### config.mk
export PLATFORM = sky130hd
export DESIGN_NAME = fft_sdf_stage_ctrl
export DESIGN_NICKNAME = d
export VERILOG_FILES = /design/src/rtl/fft_sdf_stage_ctrl.sv
export SDC_FILE = /design/constraint.sdc
export NUM_CORES = 1
export LEC_CHECK = 0
export ABC_CLOCK_PERIOD_IN_PS = 1950
export CAP_MARGIN = 40
export CELL_PAD_IN_SITES_DETAIL_PLACEMENT = 1
export CELL_PAD_IN_SITES_GLOBAL_PLACEMENT = 1
export CORE_ASPECT_RATIO = 1.5
export CORE_MARGIN = 4
export CORE_UTILIZATION = 28
export DETAILED_ROUTE_END_ITERATION = 7
export MAX_ROUTING_LAYER = met4
export PLACE_DENSITY_LB_ADDON = 0.1
export SLEW_MARGIN = 20
export SYNTH_ARGS = -nofsm -noshare
export SYNTH_HDL_FRONTEND = slang
export SYNTH_SLANG_ARGS = --single-unit
### constraint.sdc
create_clock -name clk -period 1.95 [get_ports clk]
set_input_delay 0.39 -clock clk [delete_from_list [all_inputs] [get_ports clk]]
set_output_delay 0.39 -clock clk [all_outputs]
set_load 0.005 [all_outputs]
### src/rtl/fft_sdf_stage_ctrl.sv
// Frame sequencer for the 32-point radix-2 SDF FFT pipeline: input handshake, shift counting,
// per-stage butterfly/bypass selects, twiddle-ROM addresses and output framing.
module fft_sdf_stage_ctrl #(
    parameter int unsigned LOG2N  = 5,
    parameter int unsigned ADDR_W = LOG2N + 1
) (
    input  logic                    clk,
    input  logic                    rst,
    input  logic                    in_valid,
    output logic                    in_ready,
    output logic                    shift_en,
    output logic [LOG2N-1:0]        stage_act,
    output logic [LOG2N-1:0]        bf_sel,
    output logic [LOG2N*ADDR_W-1:0] tw_addr,
    output logic                    out_valid,
    output logic                    out_last,
    output logic                    busy,
    output logic                    frame_done
);
    localparam int unsigned N = 1 << LOG2N;
    localparam logic [ADDR_W-1:0] G_LAST_IN = ADDR_W'(N - 1);
    localparam logic [ADDR_W-1:0] G_END     = ADDR_W'(2 * N - 2);

    typedef enum logic [1:0] {IDLE, RUN, FLUSH} state_t;

    state_t            state, state_nx;
    logic [ADDR_W-1:0] g, g_nx;
    logic [ADDR_W:0]   l_s [LOG2N];

    always_ff @(posedge clk or posedge rst) begin
        if (rst) begin
            state      <= IDLE;
            g          <= '0;
            frame_done <= 1'b0;
        end else begin
            state      <= state_nx;
            g          <= g_nx;
            frame_done <= out_last;
        end
    end

    always_comb begin
        state_nx = state;
        g_nx     = g;
        in_ready = ((state == IDLE) || (state == RUN)) && !rst;
        shift_en = (in_valid && in_ready) || (state == FLUSH);
        busy     = (state != IDLE);
        unique case (state)
            IDLE: begin
                if (shift_en) begin
                    state_nx = RUN;
                    g_nx     = ADDR_W'(1);
                end
            end
            RUN: begin
                if (shift_en) begin
                    if (g == G_LAST_IN) state_nx = FLUSH;
                    g_nx = g + 1'b1;
                end
            end
            FLUSH: begin
                if (g == G_END) begin
                    state_nx = IDLE;
                    g_nx     = '0;
                end else begin
                    g_nx = g + 1'b1;
                end
            end
            default: begin
                state_nx = IDLE;
                g_nx     = '0;
            end
        endcase
    end

    // l_s = g - off_s kept one bit wider than g; its MSB is the sign (sample not yet reached stage s)
    always_comb begin
        stage_act = '0;
        bf_sel    = '0;
        tw_addr   = '0;
        for (int unsigned s = 0; s < LOG2N; s++) begin
            l_s[s] = {1'b0, g} - (ADDR_W + 1)'(N - (N >> s));
            if (shift_en && !l_s[s][ADDR_W] && (l_s[s][ADDR_W-1:0] < ADDR_W'(N))) begin
                stage_act[s]               = 1'b1;
                bf_sel[s]                  = l_s[s][LOG2N-1-s];
                tw_addr[s*ADDR_W +: ADDR_W] = l_s[s][ADDR_W-1:0] + ADDR_W'(N >> (s + 1));
            end
        end
    end

    assign out_valid = shift_en && (g >= G_LAST_IN) && (g <= G_END);
    assign out_last  = shift_en && (g == G_END);

endmodule

==> out/qor.csv <==
stage,metric,value,unit
floorplanning,Vert. Die Dim,88.5,um
critical_path,depth of the most critical reg-to-reg path,8,
sta,Max Freq,442,MHz
critical_path,cell mode on critical path,buf_6,
power_and_ir_drop,switching power,1.22,mW
clocking,"Clk pin slew, worst setup/hold paths",50,ps
synth,Post-synth ARST share,100,%
cells_and_area,multi-input logic area,1210,um^2
critical_path,nature of the critical path startpoint,register,
synth,synthesized net count,163,
critical_path,crit-path cells,buf_6 -> ha_4 -> a41oi_2 -> a31oi_2 -> nand2_2 -> buf_6 -> nor4b_4 -> buf_2,
placement,detailed placement HPWL,3.63,mm
critical_path,"slowest stage delay, CP",430,ps
critical_path,Worst Setup EP,tw_addr[23],
routing,DRT iter0 DRCs,47,
synth,register area share after synthesis,18.6,%
floorplanning,row count,29,
clocking,CTS Buf Count,3,
placement,Place WS,-668,ps
clocking,Worst-Skew Late Latency,230,ps
power_and_ir_drop,maximum vdd drop,0.000858,V
grt,gr usage total,18.7,%
synth,post-synthesis area per instance,8.34,um^2
job,max-cap violation count,0,
critical_path,crit path max fanout,4,
clocking,Root Driver,clkbuf_8,
synth,largest cells by area after synthesis,"dfrtp_1, ha_1, and3_1",
synth,Synth area leader,dfrtp_1,
cells_and_area,Antenna diodes,0,
floorplanning,area of the die,5460,um^2
synth,Netlist cell types,42,
sta,Final Setup Violations,31,
cells_and_area,fin area,2610,um^2
floorplanning,initial core utilization,28.7,%
sta,Setup TNS Final,-5360,ps
sta,Hold Fails Final Rpt,0,
clocking,Longest Clk Path Bufs,2,
power_and_ir_drop,P_leak,1.31,nW
synth,synth cell count leaders,"nor2_1, nand2_1, ha_1",
critical_path,CP bufs+invs,3,
synth,Post-synth EDFFs,0,
clocking,CTS tree,built,
cells_and_area,fill cell count,472,
sta,Tmin final,2260,ps
critical_path,crit path DAT,1870,ps
min_path,worst hold-check path type,input port to asynchronous set/reset pin,
floorplanning,Core ar.,4210,um^2
synth,Post-Syn Instances,145,
synth,Post-Syn Area,1210,um^2
routing,DR pass1 iterations,4,
routing,via count,1582,
sta,RSZ-0062 raised after global routing,yes,
floorplanning,width of the die,61.7,um
grt,pin count of the biggest net entering global routing,10,
grt,grt total ovfl,0,
routing,antenna-violating nets left,0,
critical_path,Worst setup EP type,output pin,
clocking,CTS Sinks,9,
power_and_ir_drop,internal power,1.53,mW
power_and_ir_drop,clock power share,8.0,%
sta,fin. max-slew vios,0,
cells_and_area,synth-to-layout area growth,115,%
critical_path,worst path required time,1560,ps
synth,Synth top area share,18.6,%
synth,most common cell in the netlist,nor2_1,
cells_and_area,Nets,279,
clocking,H-tree levels,1,
critical_path,"delay-heaviest family, CP",flip-flops,
critical_path,worst r2r src,g[1],
outcome,run status,"complete, but fails checks",
cells_and_area,share of cells above drive strength 1,71.2,%
routing,Routed WL,6.19,mm
sta,final hold slack,397,ps
placement,Routability Congestion,0.823,
routing,Avg Vias per Cell,5.17,
critical_path,Levels on crit path,8,
synth,synthesis-stage register bit count,9,
sta,worst slew pin tran,422,ps
critical_path,Crit Path Class,register to output pin,
sta,period utilisation layout,116,%
sta,Setup WS post-layout,-313,ps
critical_path,slowest CP cell,dfrtp_2,
power_and_ir_drop,Sw Share,44.3,%
critical_path,worst r2r dst,g[3],
cells_and_area,register area,229,um^2
sta,max_slew headroom,71.8,%
critical_path,R2R Setup Slk,90,ps
synth,synth warn,0,
placement,Placed Area,2030,um^2
sta,clk_skew,3.30,ps
power_and_ir_drop,sequential power share,10.7,%
floorplanning,I/O pins,49,
grt,vias in the first global route,1607,
placement,Port Buf Inserts,48,
grt,initial antenna violation count,0,
cells_and_area,fin util,61.9,%
power_and_ir_drop,Comb pwr share,81.3,%
synth,"Top FF cell, synth",dfrtp_1,
outcome,violated checks,negative setup slack,
routing,Post-route DRC,0,
power_and_ir_drop,pwr dens,1050,nW/um^2
critical_path,Critical path origin,g[4],
routing,Avg WL per Cell,20.2,um
grt,first-pass GRT wire length,7.50,mm
[how the worst min path moves through the flow]
stage | startpoint | to | slack (ps) | depth (start not counted)
finish | rst | g[5] | 400 | 3
global route | rst | g[5] | 440 | 3
CTS | rst | g[5] | 410 | 3
detailed placement | state[0] | state[1] | 560 | 2
global placement | state[0] | state[1] | 560 | 2
floorplan | rst | frame_done | 220 | 1
[state kept, by name, summed over array words and instances, names as in the netlist]
signal,count
frame_done,1
g,6
state,2
[worst min-delay path, delay by kind of cell]
family	cells	cell delay (ps)
buffers and inverters	3	650
[area by class of cell]
cell class                 count  area share [%]
timing repair buffer         119            38.9
multi-input combinational    116            46.3
inverter                      12            2.02
clock buffer                   4            1.73
sequential                     9            8.79
tap                           46            2.21
[power groups by stage]
| stage | clock network, mW | registers [mW] | logic, mW |
|---|---|---|---|
| 3_5_place_dp | 0 | 0.266 | 1.50 |
| 5_1_grt | 0.237 | 0.295 | 2.38 |
| 6_report | 0.221 | 0.293 | 2.23 |
| 3_3_place_gp | 0 | 0.267 | 1.44 |
| 2_1_floorplan | 0 | 0.288 | 0.679 |
| 4_1_cts | 0.227 | 0.289 | 1.77 |
[routing by layer]
metal / routed length [um] / vias to the layer above / GRT usage (%)
met2: 3610 / 57 / 38.3
met4: 226 / 0 / 4.83
met5: 0 / - / -
li1: - / 725 / -
met1: 2120 / 778 / 17.5
met3: 227 / 22 / 1.17
[cells in the final DEF, fill, tap and decap left out, types with 3 or more instances in the layout]
master           count
and3_1               6
buf_4               47
buf_6               39
nand2_1             12
nor2_1               7
inv_1                5
clkbuf_8             3
and3_4               6
inv_4                3
and2_4               7
dfrtp_2              3
dfrtp_1              6
ha_1                 6
xor2_1               3
xnor2_2              3
buf_2               19
clkbuf_2             5
nor2_4               5
ha_4                 8
nor2_2               6
inv_2                4
clkdlybuf4s15_1      5
[per-stage QoR]
stage / instances / power, mW
6_report: 306 / 2.75
5_1_grt: 306 / 2.91
4_1_cts: 297 / 2.29
3_5_place_dp: 275 / 1.77
3_3_place_gp: 275 / 1.70
2_1_floorplan: 145 / 0.967
[repair_timing]
| item | in CTS | in global routing |
|---|---|---|
| gates resized for setup | 216 | 61 |
| endpoints found under the setup margin | 44 | 44 |
| pin swaps | 26 | 10 |
| hold buffers | 0 | 0 |
| buffers inserted | 18 | 15 |
[kinds of logic (layout without fill, tap and decap cells)]
logic type / count (synthesis) / count (layout) / share of synthesized area, %
AOI/OAI and AO/OA: 17 / 17 / 11.1
xor gates and xnor gates: 9 / 9 / 6.51
adders and majority gates: 15 / 15 / 15.5
buffers and inverters: 20 / 135 / 9.41
DFF: 9 / 9 / 18.6
muxes: 2 / 2 / 2.07
and+or+nand+nor: 73 / 73 / 36.8
(Power assumes the default switching activity.)
